### src/rtl/ucsbece154b_mem_arbiter.sv
// Two-requester memory arbiter: pushes the granted block address into the shared request FIFO
// and steers burst responses back to the requester that issued them. Optional macro: UCSBECE154B_ARB_FIXED_PRIO_EN.
module ucsbece154b_mem_arbiter #(
  parameter int unsigned ADDR_WIDTH      = 32,
  parameter int unsigned DATA_WIDTH      = 32,
  parameter int unsigned BLOCK_WORDS     = 4,
  parameter int unsigned MAX_OUTSTANDING = 4
) (
  input  logic                               clk_i,
  input  logic                               rst_i,
  input  logic                               req0_valid_i,
  input  logic [ADDR_WIDTH-1:0]              req0_addr_i,
  output logic                               req0_ready_o,
  input  logic                               req1_valid_i,
  input  logic [ADDR_WIDTH-1:0]              req1_addr_i,
  output logic                               req1_ready_o,
  output logic                               fifo_push_o,
  output logic [ADDR_WIDTH-1:0]              fifo_data_o,
  input  logic                               fifo_full_i,
  input  logic                               rsp_valid_i,
  input  logic [DATA_WIDTH-1:0]              rsp_data_i,
  output logic                               rsp0_valid_o,
  output logic                               rsp1_valid_o,
  output logic [DATA_WIDTH-1:0]              rsp_data_o,
  output logic                               rsp_last_o,
  output logic [$clog2(MAX_OUTSTANDING):0]   outstanding_o,
  output logic                               err_o
);

  localparam int unsigned PW = $clog2(MAX_OUTSTANDING);
  localparam int unsigned CW = $clog2(BLOCK_WORDS);
  localparam int unsigned OW = PW + 1;
  localparam logic [OW-1:0] MAX_CNT   = OW'(MAX_OUTSTANDING);
  localparam logic [CW-1:0] LAST_BEAT = CW'(BLOCK_WORDS - 1);

  logic          id_q [MAX_OUTSTANDING];
  logic [PW-1:0] head_q, head_d, tail_q, tail_d;
  logic [OW-1:0] cnt_q, cnt_d;
  logic [CW-1:0] beat_q, beat_d;
  logic          last_grant_q, last_grant_d;
  logic          err_q, err_d;

  logic can_issue, gnt0, gnt1, push, q_empty, beat_ok, pop;

  always_comb begin
    q_empty   = (cnt_q == '0);
    // Grants are suppressed while reset is held so every handshake output reads 0.
    can_issue = !rst_i && !fifo_full_i && (cnt_q < MAX_CNT);
`ifdef UCSBECE154B_ARB_FIXED_PRIO_EN
    gnt1 = can_issue && req1_valid_i;
    gnt0 = can_issue && req0_valid_i && !req1_valid_i;
`else
    gnt0 = can_issue && req0_valid_i && (!req1_valid_i || last_grant_q);
    gnt1 = can_issue && req1_valid_i && (!req0_valid_i || !last_grant_q);
`endif
    push = gnt0 || gnt1;

    beat_ok = rsp_valid_i && !q_empty;
    pop     = beat_ok && (beat_q == LAST_BEAT);
  end

  assign req0_ready_o  = gnt0;
  assign req1_ready_o  = gnt1;
  assign fifo_push_o   = push;
  assign fifo_data_o   = gnt1 ? req1_addr_i : (gnt0 ? req0_addr_i : '0);
  assign rsp0_valid_o  = beat_ok && !id_q[head_q];
  assign rsp1_valid_o  = beat_ok && id_q[head_q];
  assign rsp_data_o    = rsp_data_i;
  assign rsp_last_o    = pop;
  assign outstanding_o = cnt_q;
  assign err_o         = err_q;

  always_comb begin
    head_d       = head_q;
    tail_d       = tail_q;
    cnt_d        = cnt_q;
    beat_d       = beat_q;
    last_grant_d = last_grant_q;
    err_d        = err_q || (rsp_valid_i && q_empty);

    if (pop)  head_d = head_q + PW'(1);
    if (push) begin
      tail_d       = tail_q + PW'(1);
      last_grant_d = gnt1;
    end
    if (push && !pop)      cnt_d = cnt_q + OW'(1);
    else if (pop && !push) cnt_d = cnt_q - OW'(1);

    if (beat_ok) beat_d = pop ? '0 : beat_q + CW'(1);
  end

  always_ff @(posedge clk_i or posedge rst_i) begin
    if (rst_i) begin
      head_q       <= '0;
      tail_q       <= '0;
      cnt_q        <= '0;
      beat_q       <= '0;
      last_grant_q <= 1'b1;
      err_q        <= 1'b0;
      for (int unsigned i = 0; i < MAX_OUTSTANDING; i++) id_q[i] <= 1'b0;
    end else begin
      head_q       <= head_d;
      tail_q       <= tail_d;
      cnt_q        <= cnt_d;
      beat_q       <= beat_d;
      last_grant_q <= last_grant_d;
      err_q        <= err_d;
      if (push) id_q[tail_q] <= gnt1;
    end
  end

endmodule

### config.mk
export PLATFORM = sky130hd
export DESIGN_NAME = ucsbece154b_mem_arbiter
export DESIGN_NICKNAME = d
export VERILOG_FILES = /design/src/rtl/ucsbece154b_mem_arbiter.sv
export SDC_FILE = /design/constraint.sdc
export NUM_CORES = 1
export LEC_CHECK = 0
export BUFFER_PORTS_ARGS = -buffer_cell sky130_fd_sc_hd__clkbuf_2
export CELL_PAD_IN_SITES_DETAIL_PLACEMENT = 0
export CELL_PAD_IN_SITES_GLOBAL_PLACEMENT = 1
export CORE_MARGIN = 5
export CORE_UTILIZATION = 23
export DETAILED_ROUTE_END_ITERATION = 8
export GPL_ROUTABILITY_DRIVEN = 0
export GPL_TIMING_DRIVEN = 0
export PLACE_DENSITY = 0.9
export SYNTH_ARGS = -nofsm -noshare
export SYNTH_HDL_FRONTEND = slang
export SYNTH_SLANG_ARGS = --single-unit
### constraint.sdc
create_clock -name clk_i -period 5 [get_ports clk_i]
set_input_delay 0.5 -clock clk_i [delete_from_list [all_inputs] [get_ports clk_i]]
set_output_delay 0.5 -clock clk_i [all_outputs]
set_load 0.01 [all_outputs]
Word level (Yosys, flattened, before mapping)
Cells that the tools add are included.
Widths: inputs -> output; s select.
Operators by class
  muxes and demuxes: 11
  reductions and logical operators: 29
  $add $sub $neg: 5
  bitwise operators: 2
  equality and inequality tests: 1
  order comparisons: 4
Operator list (number)
  $mux 32: 2
  $logic_and 1x1->1: 14
  $logic_not 1->1: 9
  $add 2x1->2 const B: 3
  $ge 3x3->1 const B: 2
  $mux 3: 2
  $not 2->3: 2
  $bwmux 4: 1
  $logic_or 1x1->1: 4
  $add 3x1->3 const B: 1
  $logic_not 3->1: 1
  $lt 3x1->1 const B: 1
  $lt 3x3->1 const B: 1
  $mux 1: 3
  $sub 3x1->3 const B: 1
  $bmux 1 s2: 1
  $demux 1 s2: 1
  $eq 2x2->1 const B: 1
  $mux 2: 1
  $reduce_bool 2->1: 1
Storage, ports and cells
  register bits: 15
  bits of input ports: 102
  output and inout port bits: 74

Longest topological paths before layout
Gate-level depths: netlist of run 1.
  depth in word-level cells: 10
  gate-level depth with buffers: 8
  mapped depth without buffers: 8

Worst setup path before layout of run 1
OpenSTA, ideal clock, no wires.
  path type: input port to flip-flop
  start point: input port rst_i
  end point: register cnt_q[2], in the netlist outstanding_o[2]
  cell stages on the path: 8
  buffers on the path: 0
  required time: 4.920 ns
  library setup time: 0.080 ns
  path slack: 2.865 ns
  arrival: 2.055 ns
  cells stage by stage: nor3_4 -> o21a_1 -> ha_1 -> inv_1 -> fa_1 -> xor2_1 -> nor2_1 -> xor2_1
Between the ends
  longest elaborated chain between the ends: 9
  elaborated cells on any way between the ends: 13
  those cells by class: mux (1); reduce/logical (12)
RTL lines
  start: declaration: RTL line 10  | input logic rst_i,
  $logic_not 1->1 (no line) (*)
  $logic_and 1x1->1 (*) (2 in a row): RTL line 48  | can_issue = !rst_i && !fifo_full_i && (cnt_q < MAX_CNT);
  $logic_and 1x1->1, on equally long branches (2 in a row): RTL line 53, 54
  $logic_or 1x1->1 (*): RTL line 56  | push = gnt0 || gnt1;
  net fifo_push_o: RTL line 17  | output logic fifo_push_o,
  $logic_not 1->1: RTL line 87  | else if (pop && !push) cnt_d = cnt_q - OW'(1);
  $logic_and 1x1->1: RTL line 87
  $reduce_bool 2->1 (no line)
  end signal: assignment: RTL line 104  | cnt_q <= cnt_d;
  end: declaration: RTL line 38  | logic [OW-1:0] cnt_q, cnt_d;
The timed path passes the listed nets; every way through them passes the cells marked *.
A chain may end at the register's enable or synchronous reset.

Final worst setup path of run 1
  start point: register cnt_q[2], in the netlist outstanding_o[2]
  end point: output port fifo_data_o[18]
Between the ends
  longest elaborated chain between the ends: 6
  elaborated cells on any way between the ends: 8
  those cells by class: order compare (1); mux (2); reduce/logical (5)
RTL lines
  $lt 3x3->1 (*): RTL line 48
  $logic_and 1x1->1 (*): RTL line 48
  $logic_and 1x1->1 (2 in a row): RTL line 53  | gnt0 = can_issue && req0_valid_i && (!req1_valid_i || last_grant_q);
  $mux 32: RTL line 65  | assign fifo_data_o = gnt1 ? req1_addr_i : (gnt0 ? req0_addr_i : '0);
  $mux 32 (*): RTL line 65
  end: declaration: RTL line 18  | output logic [ADDR_WIDTH-1:0] fifo_data_o,
Every way passes the cells marked *; elsewhere a longest branch is shown, timed or not.

==> reports/metrics.cfg, run 1 <==
[drt]
vias_per_cell = 4.29
drc = 0
dr_total_vias = 1558
drt-initial-drc-count = 17
drtPass1Iterations = 4
ant_nets = 0
wl_per_cell_um = 12.9
routed_wirelength_um = 4670

[critical_path]
path_max_fanout = 10
worst_ep_required_time_ns = 4.50
worstPathArrival_ns = 1.81
critPathLaunchType = flip-flop
crit_path_end_kind = output port
crit_type = reg2out

[final_layout]
fillers = 641
drive_gt1_frac = 0.755
finalInstanceArea_sq_um = 2300
final-seq-area_sq_um = 377
syn_to_final_growth_pct = 58.8
multi_input_area_sq_um = 694
final_cell_mix = 143 x clkbuf_2, 34 x buf_4, 24 x a22o_2
nets = 396
final_common_cell = clkbuf_2
antenna_cells = 0

[die]
dieArea_sq_um = 7990
core_sq_um = 6240
die_h_um = 89.4
start_util = 0.232
io_pins = 176
die_w_um = 89.4
rows = 29

[sta]
setup_viol = 0
rsz0062_at_grt = no
hold_viol_final = 0
slew_viol_final = 0
tns_ns = 0
max_freq_mhz = 432
worst_slew_pin_slew_ns = 0.660
maxSlewHeadroom = 0.556
timing.final.crit_share = 0.463
min_period_ns = 2.31
skew_ns = 0.00170

[synthesis]
ys_top_cells_by_area = dfrtp_1 24%, buf_4 18%, a22o_2 17%, ha_1 5.2%, a22o_1 4.8%
synth_seq_area_share = 0.260
syn-cell-area_sq_um = 1450
syn-num-nets = 249
synth_top_area_frac = 0.242
yosys.area.top_type = dfrtp_1
async_flop_share = 1.00
avgSynthCellArea_sq_um = 10.3
yosysWarningCount = 0
synth_cells = 140
synth_cell_types = 30
synth_seq_cells = 15
synth_edf_count = 0
synth_ff_type = dfrtp_1

[placed_design]
port_buffers = 142
place_area_sq_um = 2260
dp_hpwl_um = 4170

[clock_tree]
clock_path_buffers = 2
clock-sinks = 15
clock-root-buffer = clkbuf_8
postCtsHoldBufs = 0
cts_setup_buffers = 0
htreeDepth = 1
cts_resized = 0
cts_tree = done
clkTransAtPathRegs_ns = 0.06
clk_latency_ns = 0.24
cts_made_buffers = 3

[global_route]
grt_pass1_wl_um = 6600
track_usage = 0.102
overflow = 0
antenna_found_initial = 0
grt_start_max_net_pins = 16
grt_pass1_vias = 1428

[status]
outcome = finished clean

[pwr]
p_leak_uw = 0.00135
p_sw_uw = 271
power-per-cell-area_nw_per_um2 = 313
intPower_uw = 448
swShare = 0.377
p_clk_frac = 0.133
peakVddDrop_v = 0.000149
seqPwrFrac = 0.332
power_uw = 719
pwr-share-comb = 0.535

[min_path]
hold_path_class = in2async

[flow_run]
max_cap_violations = 0

[through the flow]
| stage | instances | worst slack [ns] | utilization | hold slack (ns) |
|---|---|---|---|---|
| 6_report | 363 | 2.69 | 0.369 | 0.326 |
| 3_3_place_gp | 359 | 2.63 | 0.361 | 0.443 |
| 2_1_floorplan | 140 | 2.86 | - | 0.401 |
| 4_1_cts | 363 | 2.68 | 0.369 | 0.343 |
| 5_1_grt | 363 | 2.55 | 0.369 | 0.391 |
| 3_5_place_dp | 359 | 2.61 | 0.361 | 0.453 |
[cell type report]
class / instances / share of cell area
plain buffers: 41 / 0.150
clock buffers: 4 / 0.0196
inverters: 9 / 0.0147
multi-input cells: 75 / 0.302
flip-flops and latches: 15 / 0.164
well taps: 77 / 0.0419
repair buffers: 142 / 0.309
[state kept, by name, summed over array words and instances, names as in the netlist]
register / flops
beat_q: 2
err_o: 1
head_q: 2
id_q: 4
last_grant_q: 1
outstanding_o: 3
tail_q: 2
[final timing paths]
kind	startpoint	to	slack, ns	cells past startpoint
min in group clk_i	err_o	err_o	0.46	1
min	rst_i	tail_q[1]	0.33	2
max reg2reg	outstanding_o[2]	outstanding_o[2]	2.83	8
max in group asynchronous	rst_i	last_grant_q	4.30	2
min reg2reg	err_o	err_o	0.46	1
max	outstanding_o[2]	fifo_data_o[18]	2.69	6
[synthesized netlist by cell type, types with 2 or more instances]
master   count
a21o_1       6
a22o_1       8
a22o_2      24
a41oi_1      4
and3_1       2
buf_4       34
buf_6        3
buf_8        2
dfrtp_1     14
ha_1         6
inv_1        9
mux2_2       3
nand2_1      2
nor2_1       2
nor3_1       2
xnor2_1      3
xor2_1       3
[power groups by stage]
stage | sequential (uW) | clock [uW] | combinational [uW]
4_1_cts | 240 | 97.5 | 394
3_5_place_dp | 241 | 0 | 391
5_1_grt | 247 | 104 | 432
6_report | 239 | 96.0 | 385
2_1_floorplan | 237 | 0 | 254
3_3_place_gp | 239 | 0 | 373
[critical path, cell delays in order, from the launching register on]
cell and delay, ns:
dfrtp_1 0.45, nor3_4 0.31, and3_1 0.23, buf_6 0.16, buf_8 0.14, a22o_2 0.15, clkbuf_2 0.13
[logic make-up (layout without fill, tap and decap cells)]
logic type                 count (synthesis)  in the layout  synth area share
adders and majority gates                  7              7            0.0656
xor gates and xnor gates                   6              6            0.0363
and+or+nand+nor                           12             12            0.0510
DFF                                       15             15             0.260
AOI/OAI and AO/OA                         46             46             0.288
muxes                                      4              4            0.0389
buffers and inverters                     50            196             0.261
[routing by layer]
metal | share of wire | track usage | vias to the layer above
met5 | 0 | 0 | -
met4 | 0.0047 | 0.0203 | 0
met3 | 0.10 | 0.0101 | 2
met2 | 0.55 | 0.208 | 72
met1 | 0.34 | 0.111 | 714
li1 | - | - | 770
No activity file was read; power rests on OpenSTA's default activity.
==> run 2, diff against run 1 <==
CORE_UTILIZATION = 19   (was 23)
PLACE_DENSITY = 0.8   (was 0.9)
clock period = 2.1 ns   (was 5 ns; I/O delays follow)
==> run 2 against run 1 <==
Compared with the run above: core utilization down 4.4 points; sequential cell count unchanged; largest power group unchanged; first-iteration DRC count down 59%; routed wire length up 3.7%; global-route usage down 0.66 points; sequential share of layout area down 0.47 points; critical path depth up 1; clock skew down 0.00083 ns; via count down 0.71%; critical endpoint is now fifo_data_o[16]; design area up 3.3%; clock power up 140%.
==> reports/metrics.cfg, run 2 (synthesized netlist as in run 1, its figures left out) <==
[sta]
slew_viol_final = 0  ; unchanged
timing.final.crit_share = 0.932
tns_ns = 0  ; unchanged
maxSlewHeadroom = 0.577  ; was 0.556
min_period_ns = 1.96
max_freq_mhz = 511
holdWs_ns = 0.0524  ; was 0.326 ns
fin_ws_ns = 0.143  ; was 2.69 ns
skew_ns = 0.000867  ; was 0.00170 ns
worst_slew_pin_slew_ns = 0.630  ; was 0.660 ns
setup_viol = 0  ; unchanged
hold_viol_final = 0  ; unchanged

[critical_path]
crit_type = reg2out  ; unchanged
worst_ep_required_time_ns = 1.89  ; was 4.50 ns
worstPathArrival_ns = 1.75  ; was 1.81 ns
crit_path_end_kind = output port  ; unchanged
cpPeakStageDelay_ns = 0.45  ; about the same
path_buf_inv = 4  ; was 3
path_cells = nor3_4, buf_4, and3_1, buf_4, buf_4, a22o_2, clkbuf_2  ; was nor3_4, and3_1, buf_6, buf_8, a22o_2, clkbuf_2
critPathLaunchType = flip-flop  ; unchanged
path_max_fanout = 10  ; unchanged
worst_path_max_delay_cell = dfrtp_2  ; was dfrtp_1
crit_top_cell = buf_4
r2r_setup_slack_ns = 0.15  ; was 2.83 ns
cp_top_family = buffers and inverters  ; was simple AND/OR/NAND/NOR gates

[drt]
ant_nets = 0  ; unchanged
drc = 0  ; unchanged
drt-initial-drc-count = 7  ; was 17
routed_wirelength_um = 4840  ; was 4670 um
dr_total_vias = 1547  ; was 1558
wl_per_cell_um = 12.4  ; was 12.9 um
drtPass1Iterations = 4  ; unchanged
vias_per_cell = 3.97  ; was 4.29

[placed_design]
dp_slack_ns = -0.0855  ; was 2.61 ns
dp_hpwl_um = 4200  ; was 4170 um
port_buffers = 142  ; unchanged
dp.cells = 381  ; was 359

[die]
io_pins = 176  ; unchanged
rows = 31  ; was 29
start_util = 0.198  ; was 0.232
core_sq_um = 7330  ; was 6240 sq um
dieArea_sq_um = 9470  ; was 7990 sq um
die_w_um = 97.3  ; was 89.4 um
die_h_um = 97.3  ; was 89.4 um

[final_layout]
fillers = 755  ; was 641
multi_input_area_sq_um = 703  ; was 694 sq um
drive_gt1_frac = 0.777  ; was 0.755
nets = 401  ; was 396
syn_to_final_growth_pct = 64.1  ; was 58.8%
fin_cells = 390  ; was 363
largest_reg_flops = 4  ; unchanged
regMostFlops = id_q  ; unchanged
final_common_cell = clkbuf_2  ; unchanged
antenna_cells = 0  ; unchanged
final-seq-area_sq_um = 378  ; was 377 sq um
final_cell_mix = 143 x clkbuf_2, 39 x buf_4, 24 x a22o_2  ; was 143 x clkbuf_2, 34 x buf_4, 24 x a22o_2

[pwr]
p_leak_uw = 0.00138  ; was 0.00135 uW
peakVddDrop_v = 0.000435  ; was 0.000149 V
intPower_uw = 1090  ; was 448 uW
seqPwrFrac = 0.330  ; was 0.332
power-per-cell-area_nw_per_um2 = 732  ; was 313 nW/um^2
p_clk_frac = 0.135  ; was 0.133
swShare = 0.373  ; was 0.377
pwr-share-comb = 0.535  ; about the same
p_sw_uw = 649  ; was 271 uW

[global_route]
grt_pass1_vias = 1571  ; was 1428
grt_start_max_net_pins = 16  ; unchanged
antenna_found_initial = 0  ; unchanged
overflow = 0  ; unchanged
track_usage = 0.0951  ; was 0.102
grt_pass1_wl_um = 7820  ; was 6600 um

[clock_tree]
clock_path_buffers = 2  ; unchanged
cts_made_buffers = 3  ; unchanged
cts_tree = done  ; unchanged
clk_latency_ns = 0.24  ; about the same
htreeDepth = 1  ; unchanged
clkTransAtPathRegs_ns = 0.06  ; about the same
postCtsHoldBufs = 0  ; unchanged
clock-root-buffer = clkbuf_8  ; unchanged
clock-sinks = 15  ; unchanged

[status]
outcome = finished clean  ; unchanged

[flow_run]
max_cap_violations = 0  ; unchanged

[min_path]
hold_path_class = in2async  ; unchanged

run 2: timing repair:
item / in CTS / in global routing
endpoints found under the setup margin: 2 / 31
resized for setup: 0 / 4
pin swaps: 1 / 1
buffers inserted: 3 / 2
run 2: final cells by class:
| class | instances | share of cell area |
|---|---|---|
| plain buffers | 41 | 0.145 |
| clock buffers | 3 | 0.0174 |
| well taps | 99 | 0.0521 |
| inverters | 9 | 0.0142 |
| clock inverters | 1 | 0.00211 |
| repair buffers | 147 | 0.315 |
| multi-input cells | 75 | 0.296 |
| flip-flops and latches | 15 | 0.159 |
run 2: path summary, 6_finish.rpt:
path	start	end	depth (start not counted)
max	outstanding_o[2]	fifo_data_o[16]	7
min	rst_i	tail_q[0]	2
max reg2reg	outstanding_o[2]	outstanding_o[2]	8
min reg2reg	err_o	err_o	1
max in group asynchronous	rst_i	outstanding_o[2]	2
min in group clk_i	rsp_valid_i	err_o	2
run 2: through the flow:
stage,cell area (sq um),power (uW),utilization
floorplan,1450,1170,-
CTS,2350,1740,0.321
detailed placement,2280,1490,0.311
global placement,2280,1470,0.311
global route,2380,1900,0.324
finish,2380,1740,0.324
run 2: power by group through the flow:
stage               combinational, uW  clock [uW]  sequential [uW]
finish                            932         234              574
global route                     1050         250              600
CTS                               930         242              572
detailed placement                913           0              577
global placement                  899           0              570
floorplan                         604           0              564
run 2: layer usage:
| layer | vias to the layer above | GRT usage | wire (um) |
|---|---|---|---|
| met1 | 695 | 0.110 | 1850 |
| met3 | 4 | 0.0287 | 434 |
| met4 | 0 | 0.0117 | 29 |
| li1 | 779 | - | - |
| met5 | - | 0 | 0 |
| met2 | 69 | 0.176 | 2530 |
==> run 3, diff against run 2 <==
BUFFER_PORTS_ARGS = not set   (was -buffer_cell sky130_fd_sc_hd__clkbuf_2)
CORE_UTILIZATION = 30   (was 19)
DONT_BUFFER_PORTS = 1   (was not set)
PLACE_DENSITY = 0.67   (was 0.8)
==> run 3 against run 2 <==
Compared with the run above: die area fell by 33%; via count fell by 27%; sequential cell count unchanged; cell count down 49%; total power decreased by 10%; clock skew rose by 0.0022 ns; critical path type unchanged; highest routed layer unchanged.
==> reports/metrics.cfg, run 3 (synthesized netlist as in run 1, its figures left out) <==
[drt]
wl_met2_um = 2820  ; was 2530 um
drt-initial-drc-count = 37  ; was 7
m1WireLength_um = 1580  ; was 1850 um
drc = 0  ; unchanged
maxUsedRoutingLayer = met4  ; unchanged
drtPass1Iterations = 4  ; unchanged
wl_per_cell_um = 24.9  ; was 12.4 um
wl_met3_um = 536  ; was 434 um
ant_nets = 0  ; unchanged
routed_wirelength_um = 4990  ; was 4840 um
dr_total_vias = 1125  ; was 1547
vias_per_cell = 5.63  ; was 3.97

[final_layout]
nets = 256  ; was 401
final_cell_mix = 34 x buf_4, 24 x a22o_2, 13 x dfrtp_1  ; was 143 x clkbuf_2, 39 x buf_4, 24 x a22o_2
drive_gt1_frac = 0.548  ; was 0.777
final_common_cell = buf_4  ; was clkbuf_2
syn_to_final_growth_pct = 10.4  ; was 64.1%
antenna_cells = 0  ; unchanged
regMostFlops = id_q  ; unchanged
largest_reg_flops = 4  ; unchanged
fin_util = 0.341  ; was 0.324

[pwr]
seqPwrFrac = 0.384  ; was 0.330
p_clk_frac = 0.150  ; was 0.135
p_sw_uw = 620  ; was 649 uW
p_leak_uw = 0.000761  ; was 0.00138 uW
power-per-cell-area_nw_per_um2 = 978  ; was 732 nW/um^2
intPower_uw = 946  ; was 1090 uW
swShare = 0.396  ; was 0.373
pwr-share-comb = 0.466  ; was 0.535
peakVddDrop_v = 0.000646  ; was 0.000435 V

[sta]
hold_viol_final = 0  ; unchanged
min_period_ns = 2.00  ; was 1.96 ns
timing.final.crit_share = 0.951  ; was 0.932
skew_ns = 0.00310  ; was 0.000867 ns
slew_viol_final = 0  ; unchanged
setup_viol = 0  ; unchanged
maxSlewHeadroom = 0.591  ; was 0.577
rsz0062_at_grt = no
worst_slew_pin_slew_ns = 0.608  ; was 0.630 ns
holdWs_ns = 0.0945  ; was 0.0524 ns
max_freq_mhz = 501  ; was 511 MHz
tns_ns = 0  ; unchanged

[placed_design]
dp_hpwl_um = 4420  ; was 4200 um
port_buffers = 0  ; was 142

[global_route]
grt_pass1_vias = 1192  ; was 1571
antenna_found_initial = 0  ; unchanged
grt_start_max_net_pins = 16  ; unchanged
grt_pass1_wl_um = 6580  ; was 7820 um
overflow = 0  ; unchanged
track_usage = 0.134  ; was 0.0951

[critical_path]
crit_path_end_kind = output port  ; unchanged
path_max_fanout = 10  ; unchanged
worst_ep_required_time_ns = 1.89  ; about the same
r2r_cells = 8  ; unchanged
r2r_setup_slack_ns = 0.11  ; was 0.15 ns
critPathLaunchType = flip-flop  ; unchanged
worstPathArrival_ns = 1.79  ; was 1.75 ns
crit_type = reg2out  ; unchanged

[die]
rows = 25  ; was 31
io_pins = 176  ; unchanged
die_h_um = 79.5  ; was 97.3 um
start_util = 0.309  ; was 0.198
dieArea_sq_um = 6320  ; was 9470 sq um
die_w_um = 79.5  ; was 97.3 um
core_sq_um = 4690  ; was 7330 sq um

[clock_tree]
clock-root-buffer = clkbuf_8  ; unchanged
clk_latency_ns = 0.25  ; was 0.24 ns
clock-sinks = 15  ; unchanged
cts_tree = done  ; unchanged
clkTransAtPathRegs_ns = 0.06  ; about the same
htreeDepth = 1  ; unchanged
cts_made_buffers = 3  ; unchanged
clock_path_buffers = 2  ; unchanged

[min_path]
hold_path_class = in2reg  ; was in2async
min_path_cells = 1

[flow_run]
max_cap_violations = 0  ; unchanged

[status]
outcome = finished clean  ; unchanged

## run 3: layout make-up
cell class	instances	area, sq um
fillers	498	3090
multi-input cells	75	709
flip-flops and latches	15	378
plain buffers	41	344
well taps	54	67.6
clock buffers	3	41.3
inverters	9	33.8
repair buffers	2	21.3
clock inverters	1	5.00
## run 3: repair_timing
action / 4_1_cts / 5_1_grt
setup endpoints to repair: 2 / 27
gates resized for setup: 3 / 3
buffers inserted: 1 / 0
pin swaps: 1 / 1
endpoints found under the hold margin: 14 / 0
hold buffers: 1 / 0
## run 3: final timing paths
check / start / end
worst max register to register: outstanding_o[2] / outstanding_o[2]
min in group asynchronous: rst_i / outstanding_o[0]
worst max-delay path: outstanding_o[2] / fifo_data_o[9]
worst min register to register: head_q[1] / head_q[1]
max in group asynchronous: rst_i / outstanding_o[2]
worst min-delay path: rsp_valid_i / err_o
## run 3: power groups by stage
stage	clock, uW	combinational [uW]	sequential [uW]
2_1_floorplan	0	604	564
3_3_place_gp	0	690	589
3_5_place_dp	0	722	599
4_1_cts	240	736	595
5_1_grt	254	814	629
6_report	235	730	601
## run 3: layer usage
layer | GRT usage | vias up
met5 | 0 | -
met4 | 0.0326 | 0
met3 | 0.0339 | 5
met2 | 0.265 | 84
met1 | 0.138 | 549
li1 | - | 487
## run 3: worst max-delay path: stages, from the launching register on
cell and delay [ns]:
dfrtp_2 0.48, nor3_4 0.20, buf_6 0.16, and3_1 0.17
buf_6 0.16, buf_12 0.14, a22o_1 0.22
## run 3: through the flow
step           cells  setup WS [ns]  instance area [sq um]  power (uW)
2_1_floorplan    140         0.0392                   1450        1170
3_3_place_gp     194         -0.199                   1520        1280
3_5_place_dp     194         -0.210                   1520        1320
4_1_cts          200         0.0270                   1590        1570
5_1_grt          200        0.00208                   1600        1700
6_report         200          0.103                   1600        1570
